### src/rtl/regfile_context_engine.sv
// regfile_context_engine: walks registers FIRST_REG..LAST_REG, storing them to memory on save
// and reloading them from memory on restore, one memory request outstanding at a time.
module regfile_context_engine #(
   parameter int FIRST_REG   = 1,
   parameter int LAST_REG    = 31,
   parameter int ADDR_STRIDE = 8
) (
   input  logic        i_clk,
   input  logic        i_rst_n,
   input  logic        i_save_req,
   input  logic        i_restore_req,
   input  logic [63:0] i_base_addr,
   output logic        o_busy,
   output logic        o_done,
   output logic [4:0]  o_rf_read_reg,
   input  logic [63:0] i_rf_read_data,
   output logic [4:0]  o_rf_write_reg,
   output logic        o_rf_write_en,
   output logic [63:0] o_rf_write_data,
   output logic        o_mem_req_valid,
   input  logic        i_mem_req_ready,
   output logic        o_mem_req_write,
   output logic [63:0] o_mem_req_addr,
   output logic [63:0] o_mem_req_wdata,
   input  logic        i_mem_rsp_valid,
   input  logic [63:0] i_mem_rsp_data
);
   typedef enum logic [2:0] {IDLE, SAVE_RD, SAVE_REQ, RST_REQ, RST_WAIT} state_t;

   state_t      r_state;
   logic [4:0]  r_idx;
   logic [4:0]  r_wr_reg;
   logic [63:0] r_addr;
   logic [63:0] r_wdata;
   logic [63:0] r_wr_data;
   logic        r_done;
   logic        r_wr_en;
   logic        w_last;

   assign w_last          = r_idx == 5'(LAST_REG);
   assign o_busy          = r_state != IDLE;
   assign o_done          = r_done;
   assign o_mem_req_valid = r_state == SAVE_REQ || r_state == RST_REQ;
   assign o_mem_req_write = r_state == SAVE_REQ;
   assign o_mem_req_addr  = o_mem_req_valid ? r_addr : '0;
   assign o_mem_req_wdata = o_mem_req_write ? r_wdata : '0;
   assign o_rf_read_reg   = r_state == SAVE_RD ? r_idx : '0;
   assign o_rf_write_en   = r_wr_en;
   assign o_rf_write_reg  = r_wr_reg;
   assign o_rf_write_data = r_wr_data;

   // r_addr tracks base + (idx-FIRST_REG)*ADDR_STRIDE incrementally, wrapping mod 2^64
   always_ff @(posedge i_clk or negedge i_rst_n) begin
      if (!i_rst_n) begin
         r_state   <= IDLE;
         r_idx     <= '0;
         r_addr    <= '0;
         r_wdata   <= '0;
         r_done    <= 1'b0;
         r_wr_en   <= 1'b0;
         r_wr_reg  <= '0;
         r_wr_data <= '0;
      end else begin
         r_done  <= 1'b0;
         r_wr_en <= 1'b0;
         case (r_state)
            IDLE: if (i_save_req || i_restore_req) begin
               r_state <= i_save_req ? SAVE_RD : RST_REQ;
               r_addr  <= i_base_addr;
               r_idx   <= 5'(FIRST_REG);
            end
            SAVE_RD: begin
               r_wdata <= i_rf_read_data;
               r_state <= SAVE_REQ;
            end
            SAVE_REQ: if (i_mem_req_ready) begin
               r_state <= w_last ? IDLE : SAVE_RD;
               r_done  <= w_last;
               r_idx   <= w_last ? r_idx : r_idx + 5'd1;
               r_addr  <= w_last ? r_addr : r_addr + 64'(ADDR_STRIDE);
            end
            RST_REQ: if (i_mem_req_ready) r_state <= RST_WAIT;
            RST_WAIT: if (i_mem_rsp_valid) begin
               r_wr_en   <= 1'b1;
               r_wr_reg  <= r_idx;
               r_wr_data <= i_mem_rsp_data;
               r_state   <= w_last ? IDLE : RST_REQ;
               r_done    <= w_last;
               r_idx     <= w_last ? r_idx : r_idx + 5'd1;
               r_addr    <= w_last ? r_addr : r_addr + 64'(ADDR_STRIDE);
            end
            default: r_state <= IDLE;
         endcase
      end
   end
endmodule

### config.mk
export PLATFORM = sky130hd
export DESIGN_NAME = regfile_context_engine
export DESIGN_NICKNAME = d
export VERILOG_FILES = /design/src/rtl/regfile_context_engine.sv
export SDC_FILE = /design/constraint.sdc
export NUM_CORES = 1
export LEC_CHECK = 0
export ABC_CLOCK_PERIOD_IN_PS = 3100
export CORE_MARGIN = 4
export CORE_UTILIZATION = 45
export DETAILED_ROUTE_END_ITERATION = 10
export PLACE_DENSITY = 0.87
export SYNTH_ARGS = -nofsm -noshare
export SYNTH_HDL_FRONTEND = slang
export SYNTH_SLANG_ARGS = --single-unit
### constraint.sdc
create_clock -name i_clk -period 3.1 [get_ports i_clk]
set_clock_uncertainty 0.05 [all_clocks]
set_input_delay 0.31 -clock i_clk [delete_from_list [all_inputs] [get_ports i_clk]]
set_output_delay 0.31 -clock i_clk [all_outputs]
set_load 0.02 [all_outputs]
Word-level counts from Yosys, hierarchy flattened
Cells that the tools add are included.
Word-level totals
  register bits: 207
  input bits: 198
  output and inout port bits: 207
  word-level logic and storage cells: 53
Operators by class
  $add $sub $neg: 2
  equality and inequality tests: 9
  mux-type cells: 26
  reduce and logical (&&, ||, !) cells: 8
Operators by type and width (number)
  64-bit two-way mux: 6
  64-bit case mux with 3 select lines: 1
  64-bit by 4-bit adder with 64-bit output, second input constant: 1
  5-bit two-way mux: 5
  3-bit case mux with 5 select lines: 1
  5-bit case mux with 3 select lines: 1
  3-bit two-way mux: 4
  2-bit != test, second input constant: 4
  4-bit AND reduction: 2
  3-bit by 2-bit equality test with 1-bit output, second input constant: 2
  3-bit nonzero test: 2
  5-bit by 1-bit adder with 5-bit output, second input constant: 1
  5-bit equality test, second input constant: 1
  1-bit two-way mux: 5
  2-bit two-way mux: 2
  3-bit by 1-bit equality test with 1-bit output, second input constant: 1
  3-bit equality test, second input constant: 1
  3-bit zero test: 1
  1-bit logical OR: 2
  1-bit case mux with 2 select lines: 1
  2-bit AND reduction: 1

Longest topological paths before layout
Gate-level depths: netlist of the first run.
  word-level depth: 4
  mapped depth: 11
  mapped depth without buffers: 8

Worst setup path before layout of the first run
Ideal clock, no wire load.
  path type: flip-flop to flip-flop
  from: register r_idx[0]
  to: register r_addr[26]
  arrival time: 2.650 ns
  required time: 2.973 ns
  setup slack: 0.323 ns
  stages on the path, launching flop included: 12
  path buffers: 3
  cell sequence: dfrtp_1 > ha_1 > and3_1 > ha_1 > maj3_1 > or2_2 > clkbuf_1 > nor2_1 > clkbuf_1 > clkbuf_1 > o21ai_0 > a21oi_1
Between the ends
  longest elaborated chain between the ends: 4
  elaborated cells between the ends (all ways): 5
  those cells by class: eq/ne (1); mux (4)
RTL lines
  start: declaration: line 31  | logic [4:0] r_idx;
  start signal: assignment: line 70  | r_idx <= 5'(FIRST_REG);
  start signal: assignment: line 79  | r_idx <= w_last ? r_idx : r_idx + 5'd1;
  start signal: assignment: line 89  | r_idx <= w_last ? r_idx : r_idx + 5'd1;
  5-bit equality test (*): line 40  | assign w_last = r_idx == 5'(LAST_REG);
  64-bit two-way mux (*)
  64-bit two-way mux, on equally long branches
  64-bit case mux with 3 select lines (*)
  end signal: assignment: line 69  | r_addr <= i_base_addr;
  end signal: assignment: line 80  | r_addr <= w_last ? r_addr : r_addr + 64'(ADDR_STRIDE);
  end signal: assignment: line 90  | r_addr <= w_last ? r_addr : r_addr + 64'(ADDR_STRIDE);
  end: declaration: line 33  | logic [63:0] r_addr;
Mark *: on every way between the ends. The rest lies on a longest branch, timed or not. The select of a mux whose other input is x is not followed.
A chain may end at the register's enable or synchronous reset.

Worst setup path in the final report of the first run
  from: register r_state[2]
  to: output port o_mem_req_addr[40]
Between the ends
  longest elaborated chain between the ends: 3
  elaborated cells between the ends (all ways): 4
  those cells by class: eq/ne (2); mux (1); reduce/logical (1)
RTL lines
  start: declaration: line 30  | state_t r_state;
  start signal: assignment: line 68  | r_state <= i_save_req ? SAVE_RD : RST_REQ;
  start signal: assignment: line 77  | r_state <= w_last ? IDLE : SAVE_RD;
  start signal: assignment: line 87  | r_state <= w_last ? IDLE : RST_REQ;
  3-bit by 2-bit equality test with 1-bit output: line 43  | assign o_mem_req_valid = r_state == SAVE_REQ || r_state == RST_REQ;
  1-bit logical OR (*): line 43
  64-bit two-way mux (*): line 45  | assign o_mem_req_addr = o_mem_req_valid ? r_addr : '0;
  end: declaration: line 23  | output logic [63:0] o_mem_req_addr,
Mark *: on every way between the ends. The rest lies on a longest branch, timed or not.

==> results.cfg, run 1 <==
[setup_path]
crit_type = reg2out
startpoint_type = register
rrSetupSlack_ps = 390
critPathMaxFanout = 26
required_ps = 2740
end_kind = output port
arrival_ps = 2570

[clock_tree]
cts_tree = done
clk_pin_slew_worst_paths_ps = 60
cts_sinks = 207
cts_max_level = 1
post-cts-setup-buffers = 0
cts_made_buffers = 23
cts-root-buf = clkbuf_16
clock_latency_ps = 500
clk_path_buf_depth = 3

[sta]
post-route-min-period_ps = 2927
tightest_slew_ps = 981.3
period_share_pct = 94.42
clock.fmax_mhz = 341.6
slew_headroom_pct = 34.42
setup_viol = 0
maxSlewViolCount = 0
rsz0062_at_grt = no
setup_tns_ps = 0
hold_viol = 0

[routing]
routed_via_density = 5.888
routed_wl_microns = 39620
ant_nets = 0
drc = 0
first_pass_iters = 6
wire_per_inst_microns = 22.27
vias = 10475
drt_iter0_markers = 969

[logic_synthesis]
synth_xor_area_share_pct = 0.3282
synthFlopType = dfrtp_1
synth_simple_gate_area_share_pct = 23.92
syn-num-nets = 1250
muxShareOfSynthArea_pct = 14.43
synth_top_family_by_area = simple AND/OR/NAND/NOR gates
avgSynthCellArea_sq_um = 10.18
synth-compound-area-share_pct = 9.072
postSynthCellCount = 1049
postSynth.asyncResetShare_pct = 100.0
synth-edff-count = 0
syn_area_sq_um = 10680
synth_seq_cells = 207
yosysWarnings = 0
yosys.area_share.adder_pct = 0.4454
synth_seq_area_share_pct = 48.52
ys_types = 59

[floorplan]
core_area_sq_um = 23400
ios = 405
rows = 56
initial_core_util_pct = 45.62
die_area_sq_um = 26250
die_w_microns = 162.0
dieHeight_microns = 162.0

[place]
io_buffers = 404
dpl.hpwl_microns = 28890
gp_congestion = 0.9538

[global_route]
grt_max_degree = 75
track_usage_pct = 28.88
grt_pass1_vias = 10549
gr-total-overflow = 0
antenna_found_initial = 1
grt_pass1_wl_microns = 60750

[pwr]
p_per_area_nw_per_um2 = 1116
finalPower_w = 0.01792
ir_drop_mv = 0.6358
leakage_nw = 6.694

[finish]
synthToLayoutAreaGrowth_pct = 50.41
antenna_cells = 0
drive_gt1_share_pct = 16.37
final_nets = 1645

[run_status]
status = finished, final reports clean

[flow_run]
cap_violations = 0

[worst_hold_path]
hold_path_class = in2reg
## cells by family (layout without fill, tap and decap cells)
| logic type | Yosys count | count (layout) |
|---|---|---|
| flops | 207 | 207 |
| compound gates | 141 | 141 |
| buf+inv | 91 | 502 |
| fa+ha+maj | 4 | 4 |
| simple gates | 465 | 465 |
| mux | 137 | 137 |
| xor+xnor | 4 | 4 |
## metrics by stage
stage / hold WS (ps) / cell area [sq um] / setup slack, ps / cells / utilization [%]
global placement: 295.6 / 15250 / 368.0 / 1737 / 65.17
floorplan: -35.59 / 10680 / 323.0 / 1049 / -
global route: 303.3 / 16060 / 34.84 / 1779 / 68.61
CTS: 287.2 / 16040 / 21.72 / 1779 / 68.55
detailed placement: 293.9 / 15250 / 291.2 / 1737 / 65.17
finish: 307.2 / 16060 / 172.8 / 1779 / 68.61
## timing repair
| action | CTS | global route |
|---|---|---|
| pin swaps | 0 | 0 |
| hold buffers | 1 | 0 |
| endpoints found under the hold margin | 59 | 0 |
| resized for setup | 1 | 5 |
| setup endpoints to repair | 2 | 66 |
## layout make-up
class                      count  area (sq um)
inverter                      14         55.05
clock inverter                 5         55.05
tap                          319         399.1
fill                        1724          7346
multi-input combinational    751          5175
timing repair buffer         447          4464
clock buffer                  36         724.4
sequential                   207          5184
## path summary, 6_finish.rpt
kind,from,end,cells past startpoint
setup / recovery,r_state[2]$_DFFE_PN0P_,o_mem_req_addr[40],5
hold / removal,i_base_addr[0],r_addr[0]$_DFFE_PN0P_,3
setup reg to reg,r_idx[0]$_DFFE_PN0P_,r_addr[12]$_DFFE_PN0P_,9
hold reg to reg,r_addr[2]$_DFFE_PN0P_,r_addr[2]$_DFFE_PN0P_,2
max in group asynchronous,i_rst_n,r_state[0]$_DFFE_PN0P_,3
min in group asynchronous,i_rst_n,r_addr[25]$_DFFE_PN0P_,2
## layer usage
layer / track usage (%) / wire length [microns] / vias to the layer above
li1: - / - / 4653
met1: 37.59 / 15310 / 5111
met3: 7.079 / 3756 / 112
met5: 0 / 12 / -
met2: 47.81 / 19120 / 597
met4: 9.343 / 1420 / 2
## cell usage after synthesis (3+ instances only)
cell type / number / area (sq um)
dfrtp_1: 207 / 5180
mux2_2: 135 / 1520
and3_1: 79 / 494.2
nor2_1: 72 / 270.3
clkbuf_1: 68 / 255.2
and2_1: 65 / 406.6
nand2_1: 65 / 244.0
nand3_1: 47 / 235.2
nand4_1: 39 / 244.0
a21oi_1: 35 / 175.2
nor3_1: 31 / 155.2
nor4_1: 22 / 137.6
o21ai_0: 18 / 90.09
inv_1: 14 / 52.55
or4_1: 14 / 105.1
a211oi_1: 12 / 90.09
a311oi_1: 9 / 78.83
o211ai_1: 9 / 67.56
o22ai_1: 8 / 50.05
and4_1: 7 / 61.31
buf_2: 6 / 30.03
o21a_1: 6 / 45.04
o31ai_1: 6 / 45.04
a211o_1: 5 / 43.79
a22oi_1: 5 / 37.54
or3_1: 5 / 31.28
a2bb2oi_1: 4 / 35.03
or2_2: 4 / 25.02
or4b_1: 4 / 40.04
a31oi_1: 3 / 18.77
ha_1: 3 / 37.54
o221a_2: 3 / 33.78
o311ai_0: 3 / 26.28
## cell usage in the layout, fill, tap and decap left out, types with 4 or more instances in the layout
cell type,Yosys,routed
nand2_1,65,65
mux2_2,135,135
nand3_1,47,47
or3_1,5,5
inv_1,14,13
dfrtp_1,207,204
nor3_1,31,29
buf_4,0,34
and3_1,79,79
or2_2,4,4
and4_1,7,7
or4_1,14,14
a2bb2oi_1,4,4
o22ai_1,8,8
a311oi_1,9,9
a21oi_1,35,35
nor2_1,72,70
o211ai_1,9,9
and2_1,65,65
nand4_1,39,39
o31ai_1,6,6
nor4_1,22,22
clkdlybuf4s50_1,0,403
or4b_1,4,4
a211oi_1,12,12
a211o_1,5,5
a22oi_1,5,5
o21a_1,6,6
o21ai_0,18,18
clkbuf_16,0,23
buf_12,0,7
clkbuf_8,0,11
## report_power, final
group          internal, W  leakage [nW]  switching (W)
Combinational      0.00461          3.83        0.00525
Sequential         0.00400          2.49        0.00126
Clock              0.00168         0.381        0.00111
## critical path: stages (launching register included)
cell and delay (ps):
dfrtp_2 490, nand2b_1 230, inv_4 200, buf_4 320, and2_1 190, clkdlybuf4s50_1 610
No activity file was read; power rests on OpenSTA's default activity.
==> run 2: changes to the inputs <==
--- a/config.mk
+++ b/config.mk
@@ -9,6 +9,7 @@
 export CORE_MARGIN = 4
 export CORE_UTILIZATION = 45
 export DETAILED_ROUTE_END_ITERATION = 10
+export MAX_ROUTING_LAYER = met4
 export PLACE_DENSITY = 0.87
 export SYNTH_ARGS = -nofsm -noshare
 export SYNTH_HDL_FRONTEND = slang
==> run 2 against run 1 <==
Effect of this change: largest cell class unchanged; first-iteration DRC count increased by 2.3%; flip-flop and latch count did not move; critical path depth unchanged; critical endpoint is now o_mem_req_wdata[7].
==> results.cfg, run 2 (synthesized netlist as in run 1, its figures left out) <==
[place]
place_ws_ps = 319.8
gp_congestion = 0.9566
dp_cells = 1734
io_buffers = 404
dpl.hpwl_microns = 28850
dpl_cell_area_sq_um = 15200

[sta]
hold_viol = 0
clock.fmax_mhz = 334.2
setup_viol = 0
tightest_slew_ps = 974.4
slew_headroom_pct = 34.88
setup_tns_ps = 0
rsz0062_at_grt = no
maxSlewViolCount = 0
period_share_pct = 96.51
post-route-min-period_ps = 2992
layout_setup_ws_ps = 108.1

[clock_tree]
clk_path_buf_depth = 3
cts_tree = done
clock_latency_ps = 510
cts_made_buffers = 25
cts_max_level = 1
cts_sinks = 207
cts-root-buf = clkbuf_16
clk_pin_slew_worst_paths_ps = 60
post-cts-setup-buffers = 0

[routing]
vias = 10432
drt_iter0_markers = 991
ant_nets = 0
routed_wl_microns = 40010
first_pass_iters = 5
routed_via_density = 5.861
wire_per_inst_microns = 22.48
drc = 0

[finish]
antenna_cells = 0
drive_gt1_share_pct = 16.29
synthToLayoutAreaGrowth_pct = 50.72
layout_common_cells = clkdlybuf4s50_1 (403), dfrtp_1 (205), mux2_2 (135)
final_core_util_pct = 68.75
layout_commonest_cell = clkdlybuf4s50_1
stdcell_area_sq_um = 16090
final_nets = 1644
final_cells = 1780

[setup_path]
critPathMaxFanout = 36
critical_path_buf_inv_count = 3
crit_type = reg2out
end_kind = output port
cp_slowest_cell = clkdlybuf4s50_1
cp_slowest_stage_delay_ps = 650
cpLargestDelayFamily = buffers and inverters
worstPathCellList = nand2b_1, inv_4, buf_6, and3_1, clkdlybuf4s50_1
arrival_ps = 2630
required_ps = 2740
startpoint_type = register

[pwr]
comb_power_share_pct = 54.0
p_switching_w = 0.007693
p_clk_share_pct = 16.8
p_per_area_nw_per_um2 = 1128
p_int_w = 0.01045
p_seq_share_pct = 29.2
ir_drop_mv = 0.8112
leakage_nw = 6.707
swShare_pct = 42.40

[global_route]
antenna_found_initial = 0
grt_max_degree = 81
grt_pass1_wl_microns = 61570
track_usage_pct = 30.27
grt_pass1_vias = 10672
gr-total-overflow = 0

[floorplan]
initial_core_util_pct = 45.62
rows = 56
ios = 405
dieHeight_microns = 162.0
die_area_sq_um = 26250
core_area_sq_um = 23400
die_w_microns = 162.0

[flow_run]
cap_violations = 0

[worst_hold_path]
hold_path_class = in2reg

[run_status]
status = finished, final reports clean
==> run 2: cell types whose count changed in the layout (fill, tap and decap cells not counted) <==
cell	before	now
clkinv_4	0	1
clkbuf_8	11	3
buf_4	34	31
dfrtp_2	3	2
buf_6	1	3
clkbuf_1	3	4
bufinv_16	1	4
inv_6	0	1
buf_12	7	5
clkbuf_16	23	25
clkinvlp_4	2	3
dfrtp_1	204	205
clkinv_2	2	5
==> run 2: per-stage QoR <==
stage                     power, W  hold WS [ps]
after global routing       0.01908         275.2
after global placement     0.01464         341.0
after CTS                  0.01810         272.4
final                      0.01814         290.4
after detailed placement   0.01492         341.7
after floorplan            0.01051        -35.59
==> run 2: worst reg2reg max path, cell delays in order (launching register included) <==
cell and delay [ps]:
dfrtp_1 420, ha_1 210, and3_1 180, ha_1 200
maj3_1 370, or2_2 380, nor2_2 180, buf_12 230
a21oi_1 130, a311oi_1 250
==> run 2: repair_timing <==
action	CTS	global route
resized for setup	5	3
endpoints found under the setup margin	7	64
endpoints found under the hold margin	76	0
pin swaps	1	0
hold buffers	1	0
==> run 2: final cells by class <==
class | count | area (sq um)
Clock inverter | 14 | 185.2
Tap cell | 319 | 399.1
Inverter | 14 | 55.05
Timing Repair Buffer | 444 | 4424
Multi-Input combinational cell | 751 | 5175
Fill cell | 1720 | 7313
Sequential cell | 207 | 5182
Clock buffer | 31 | 668.1
==> run 2: power by group through the flow <==
stage / sequential, W / clock, W / combinational (W)
after CTS: 0.00523 / 0.00308 / 0.00979
after floorplan: 0.00522 / 0 / 0.00528
after detailed placement: 0.00524 / 0 / 0.00968
final: 0.00530 / 0.00304 / 0.00980
after global placement: 0.00514 / 0 / 0.00950
after global routing: 0.00543 / 0.00318 / 0.0105
==> run 2: final timing paths <==
path | depth (start not counted) | from | to | slack (ps)
min in group asynchronous | 2 | i_rst_n | o_rf_write_data[57]$_DFFE_PN0P_ | 330
max in group asynchronous | 3 | i_rst_n | o_rf_write_data[62]$_DFFE_PN0P_ | 1760
max reg2reg | 9 | r_idx[1]$_DFFE_PN0P_ | r_addr[12]$_DFFE_PN0P_ | 400
min | 3 | i_base_addr[0] | r_addr[0]$_DFFE_PN0P_ | 290
min reg2reg | 2 | r_addr[1]$_DFFE_PN0P_ | r_addr[1]$_DFFE_PN0P_ | 420
max | 5 | r_state[2]$_DFFE_PN0P_ | o_mem_req_wdata[7] | 110
==> run 2: metal layers <==
layer  vias to the layer above  track usage, %  part of all wire (%)
met3                       105           6.521                   8.4
met1                      5088           37.45                    39
li1                       4664               -                     -
met2                       575           49.54                    49
met4                         0           10.65                   4.0
met5                         -               -                     0
